==> config.mk <==
export PLATFORM = sky130hd
export DESIGN_NAME = reg_file_flat
export DESIGN_NICKNAME = d
export VERILOG_FILES = /design/src/rtl/cpu_pkg.sv /design/src/rtl/reg_file_if.sv /design/src/rtl/reg_scoreboard.sv /design/src/rtl/reg_file.sv /design/src/flat_wrapper.sv
export SDC_FILE = /design/constraint.sdc
export NUM_CORES = 2
export LEC_CHECK = 0
export BUFFER_PORTS_ARGS = -buffer_cell sky130_fd_sc_hd__buf_4
export CORE_MARGIN = 4
export CORE_UTILIZATION = 35
export DETAILED_ROUTE_END_ITERATION = 8
export PLACE_DENSITY_LB_ADDON = 0.15
export SYNTH_ARGS = -nofsm -noshare
export SYNTH_HDL_FRONTEND = slang
export SYNTH_SLANG_ARGS = --single-unit
==> constraint.sdc <==
create_clock -name clk -period 51.2 [get_ports clk]
set_clock_uncertainty 0.1 [all_clocks]
set_input_delay 10.24 -clock clk [delete_from_list [all_inputs] [get_ports clk]]
set_output_delay 10.24 -clock clk [all_outputs]
set_load 0.02 [all_outputs]
==> src/rtl/cpu_pkg.sv <==
// Shared CPU-wide widths and register-address constants, used by the register
// file, the MEM/WB pipeline register and the decode stage.
package cpu_pkg;

  localparam int REG_ADDR_W = 5;
  localparam int XLEN       = 32;
  localparam int NREG       = 32;

  typedef logic [REG_ADDR_W-1:0] reg_addr_t;
  typedef logic [XLEN-1:0]       xlen_t;

  localparam reg_addr_t REG_ZERO = 5'd0;

endpackage

==> src/rtl/reg_file_if.sv <==
// Writeback bus from the MEM/WB pipeline register into the register file.
interface reg_file_if
  import cpu_pkg::*;
();

  logic      rf_we;
  reg_addr_t rf_waddr;
  xlen_t     rf_wdata;

  modport master (output rf_we, output rf_waddr, output rf_wdata);
  modport slave  (input  rf_we, input  rf_waddr, input  rf_wdata);

endinterface

==> src/rtl/reg_scoreboard.sv <==
// Per-register busy bits for outstanding long-latency results, with
// flush > set > clear priority and two writeback-aware lookups.
module reg_scoreboard
  import cpu_pkg::*;
(
  input  logic      clk,
  input  logic      rst,
  input  logic      sb_set,
  input  reg_addr_t sb_addr,
  input  logic      sb_flush,
  input  logic      clr_en,
  input  reg_addr_t clr_addr,
  input  reg_addr_t rs1_addr,
  input  reg_addr_t rs2_addr,
  output logic      rs1_busy,
  output logic      rs2_busy
);

  logic [NREG-1:0] busy_q;
  logic [NREG-1:0] busy_d;

  // NOTE: the set is applied after the clear so that a same-register set wins;
  // busy_d gets its default first so no latch is inferred.
  always_comb begin
    busy_d = busy_q;
    if (sb_flush) begin
      busy_d = '0;
    end else begin
      if (clr_en)
        busy_d[clr_addr] = 1'b0;
      if (sb_set && (sb_addr != REG_ZERO))
        busy_d[sb_addr] = 1'b1;
    end
    busy_d[0] = 1'b0;
  end

  // NOTE: state updates use non-blocking assignments so every flop samples
  // pre-edge values regardless of block ordering.
  always_ff @(posedge clk or posedge rst) begin
    if (rst) busy_q <= '0;
    else     busy_q <= busy_d;
  end

  // A writeback landing this cycle resolves the hazard for decode immediately.
  assign rs1_busy = busy_q[rs1_addr] & ~(clr_en && (clr_addr == rs1_addr));
  assign rs2_busy = busy_q[rs2_addr] & ~(clr_en && (clr_addr == rs2_addr));

endmodule

==> src/rtl/reg_file.sv <==
// 32 x XLEN integer register file: two bypassed decode read ports, an
// unbypassed debug port, and the load-hazard scoreboard.
module reg_file
  import cpu_pkg::*;
(
  input  logic       clk,
  input  logic       rst,
  reg_file_if.slave  wb,
  input  reg_addr_t  rs1_addr,
  output xlen_t      rs1_data,
  input  reg_addr_t  rs2_addr,
  output xlen_t      rs2_data,
  input  logic       sb_set,
  input  reg_addr_t  sb_addr,
  input  logic       sb_flush,
  output logic       rs1_busy,
  output logic       rs2_busy,
  input  reg_addr_t  dbg_addr,
  output xlen_t      dbg_data
);

  xlen_t regs_q [NREG];
  logic  wr_en;

  assign wr_en = wb.rf_we && (wb.rf_waddr != REG_ZERO);

  // NOTE: this storage is reset on purpose -- a restart must see all-zero
  // architectural state; most RAM-style arrays should not carry a reset.
  always_ff @(posedge clk or posedge rst) begin
    if (rst) begin
      for (int i = 0; i < NREG; i++) regs_q[i] <= '0;
    end else if (wr_en) begin
      regs_q[wb.rf_waddr] <= wb.rf_wdata;
    end
  end

  // Bypass is held off during reset so every read output is zero.
  always_comb begin
    rs1_data = regs_q[rs1_addr];
    rs2_data = regs_q[rs2_addr];
    if (wr_en && !rst && (wb.rf_waddr == rs1_addr)) rs1_data = wb.rf_wdata;
    if (wr_en && !rst && (wb.rf_waddr == rs2_addr)) rs2_data = wb.rf_wdata;
    if (rs1_addr == REG_ZERO) rs1_data = '0;
    if (rs2_addr == REG_ZERO) rs2_data = '0;
  end

  assign dbg_data = regs_q[dbg_addr];

  reg_scoreboard u_scoreboard (
    .clk      (clk),
    .rst      (rst),
    .sb_set   (sb_set),
    .sb_addr  (sb_addr),
    .sb_flush (sb_flush),
    .clr_en   (wb.rf_we),
    .clr_addr (wb.rf_waddr),
    .rs1_addr (rs1_addr),
    .rs2_addr (rs2_addr),
    .rs1_busy (rs1_busy),
    .rs2_busy (rs2_busy)
  );

endmodule

==> src/flat_wrapper.sv <==
// flat-port wrapper written by rule: the top's interface ports become plain ports
module reg_file_flat import cpu_pkg::*;
  (clk, rst, rs1_addr, rs1_data, rs2_addr, rs2_data, sb_set, sb_addr, sb_flush, rs1_busy, rs2_busy, dbg_addr, dbg_data, wb_rf_we, wb_rf_waddr, wb_rf_wdata);
  reg_file_if wb_i ();
  input  logic clk;
  input  logic rst;
  input  reg_addr_t rs1_addr;
  output xlen_t rs1_data;
  input  reg_addr_t rs2_addr;
  output xlen_t rs2_data;
  input  logic sb_set;
  input  reg_addr_t sb_addr;
  input  logic sb_flush;
  output logic rs1_busy;
  output logic rs2_busy;
  input  reg_addr_t dbg_addr;
  output xlen_t dbg_data;
  input wire logic [$bits(wb_i.rf_we)-1:0] wb_rf_we;
  input wire logic [$bits(wb_i.rf_waddr)-1:0] wb_rf_waddr;
  input wire logic [$bits(wb_i.rf_wdata)-1:0] wb_rf_wdata;
  assign wb_i.rf_we = wb_rf_we;
  assign wb_i.rf_waddr = wb_rf_waddr;
  assign wb_i.rf_wdata = wb_rf_wdata;
  reg_file u_core (.clk(clk), .rst(rst), .wb(wb_i), .rs1_addr(rs1_addr), .rs1_data(rs1_data), .rs2_addr(rs2_addr), .rs2_data(rs2_data), .sb_set(sb_set), .sb_addr(sb_addr), .sb_flush(sb_flush), .rs1_busy(rs1_busy), .rs2_busy(rs2_busy), .dbg_addr(dbg_addr), .dbg_data(dbg_data));
endmodule
==> out/results.txt <==
Initial core utilization - 35.20%
Post_cts resized - 0
Worst slew margin - 16.23%
Post-route ant nets - 0
I/O Buffers - 159
Crit end category - primary output
Commonest cells post-synth - dfrtp_1 (1055), mux2_2 (1039), mux4_2 (783)
Worst-Margin Slew - 1256 ps
Pin count of the biggest net entering global routing - 163
Outcome - finished clean
Number of global-route vias before repair - 44890
Row count - 157
RR Endpoint - u_core.regs_q[558]
Most numerous cell in the Yosys netlist - dfrtp_1
Clk buf depth - 3
Initial antenna violation count - 7
FMAX - 40.86 MHz
Fin. Hold Viols - 0
Largest cells by area after synthesis - dfrtp_1 (41%), mux4_2 (27%), mux2_2 (18%)
CORE AREA - 0.1831 mm2
Slowest CP cell - buf_4
Syn nets - 4410
Final Wtd Congestion - 0.7936
Total negative setup slack - 0 ps
Critical path data arrival time - 14130 ps
Total Routing Usage GR - 26.71%
Mean Syn Cell Area - 14.82 um2
R2r worst-path depth - 1
Design area - 0.07231 mm2
Io pins - 160
Initial DRT Pass Iterations - 7
Chip height - 437.1 um
Drt wl/cell - 37.72 um
Synth Flop Type - dfrtp_1
VDD IR-drop max - 0.02820 mV
WP data required - 40860 ps
RSZ-0062 raised after global routing - no
Largest area contributor in the netlist - dfrtp_1
DIE AREA - 0.1911 mm2
Post-Synthesis Cells - 4348
Via density - 6.507
Worst skew pair latency - 790 ps
HPWL after DPL - 143100 um
Reg2reg setup slack - 50270 ps
CTS tree - yes
Syn-to-layout area delta - 12.20%
Final worst-path cycle share - 47.80%
Share of layout cells above drive strength 1 - 54.49%
Top-area cell type share of the netlist area - 40.96%
Hold-fix buffers, CTS - 0
First element of the critical path - rs2_addr[0]
Final setup viols - 0
Pwr dens - 38.89 mW/mm2
Reg-to-reg startpoint - u_core.regs_q[558]
CP Launch Type - input port
Critical path, cell by cell - buf_8, buf_4, buf_4, mux4_2, a22o_1, a221oi_1, o311a_1, nor2_1, buf_4
Clk sinks - 1055
Max-Cap Viols - 0
DRC - 0
Residual overflow from global routing - 0
Syn. warnings - 0
Critical path class - input port to primary output
Final Util - 39.50%
CTS Buf Count - 133
DRT iter0 DRCs - 4803
Post-Route WL - 257200 um
Sequential area share after synthesis - 40.96%
Worst hold margin - 305.6 ps
Clk root buf - clkbuf_16
Fraction of registers with async set or reset after synthesis - 100.0%
Crit-path max cell delay - 840 ps
Worst hold path type - flip-flop to flip-flop
Area after DPL - 0.06772 mm2
First-pass GRT wire length - 365000 um
Min cycle time layout - 24470 ps
Max-slew violation count - 0
CTS H-Tree Depth - 4
Post-synthesis register bit count - 1055
Unique masters post-synth - 53
Clock-pin transition on the worst setup and hold timing paths - 60 ps
Mapped Area - 0.06445 mm2
Post-CTS setup repair buffer count - 0
Crit-path max FO - 60
Vias - 44360
Die width - 437.1 um
EDFF count, synth - 0
Fill cell count - 17090
Nets - 4303
Critical path's most frequent cell - buf_4
Leak - 29.86 nW
CP Capture Point - rs2_data[24]
cell type report:
class / instances / area (um2) / area share, %
well taps: 2464 / 3083 / 4.263
flip-flops and latches: 1055 / 26400 / 36.51
repair buffers: 277 / 2186 / 3.023
multi-input cells: 2766 / 36020 / 49.81
clock buffers: 197 / 4006 / 5.540
clock inverters: 43 / 563.0 / 0.7786
diodes: 8 / 20.02 / 0.02768
inverters: 8 / 37.54 / 0.05191
sequential cells by signal, indices dropped and copies added, names as in the netlist:
register                    cells
u_core.regs_q                1024
u_core.u_scoreboard.busy_q     31
how the worst min path moves through the flow:
| stage | start | endpoint | cells past startpoint |
|---|---|---|---|
| 2_1_floorplan | u_core.regs_q[1001] | u_core.regs_q[1001] | 1 |
| 3_3_place_gp | u_core.regs_q[1001] | u_core.regs_q[1001] | 0 |
| 3_5_place_dp | u_core.regs_q[1001] | u_core.regs_q[1001] | 0 |
| 4_1_cts | u_core.regs_q[1001] | u_core.regs_q[1001] | 0 |
| 5_1_grt | u_core.regs_q[1001] | u_core.regs_q[1001] | 0 |
| 6_report | u_core.regs_q[1001] | u_core.regs_q[1001] | 0 |
power by group:
group | switching [mW] | internal, mW | total [mW]
Combinational | 0.286 | 0.392 | 0.678
Clock | 0.396 | 0.598 | 0.995
Sequential | 0.151 | 0.988 | 1.14
Total | 0.833 | 1.98 | 2.81
metal layers:
| metal | wire length (um) | track usage [%] | part of all wire, % |
|---|---|---|---|
| met1 | 108800 | 36.65 | 42 |
| met2 | 121900 | 42.68 | 47 |
| met3 | 16610 | 4.672 | 6.5 |
| met4 | 9838 | 9.773 | 3.8 |
| met5 | 0 | 0 | 0 |
logic make-up after synthesis:
group                  count (synthesis)  share of synthesized area [%]
multiplexers                        1982                          48.00
XOR/XNOR                              10                         0.1359
buffers and inverters                527                          3.597
AO/OA/AOI/OAI                        424                          4.708
flip-flops                          1055                          40.96
AND/OR/NAND/NOR                      350                          2.596
critical path: cells and delay by family:
family | cells | cell delay, ps
AOI/OAI and AO/OA | 3 | 720
buffers and inverters | 4 | 2350
muxes | 1 | 590
and+or+nand+nor | 1 | 120
cells in the final DEF, fill, tap and decap left out, types with 32 or more instances in the layout:
master     count
a211o_1       32
a21oi_1       47
a22oi_1       36
buf_4        264
clkbuf_16    139
dfrtp_1     1055
mux2_2      1039
mux2i_1      160
mux4_2       783
nand2_1       98
nor2_1        58
nor3_1        35
o21ai_0       45
o221ai_1      69
o22ai_1      100
per-stage QoR:
step                      cells  power, mW  setup slack (ps)
after global placement     6570      1.813             26510
after floorplan            4348      1.613             11160
after CTS                  6810      2.828             26650
after global routing       6811      2.926             26390
final                      6818      2.812             26730
after detailed placement   6570      1.826             26650
No activity file was read; power rests on OpenSTA's default activity.
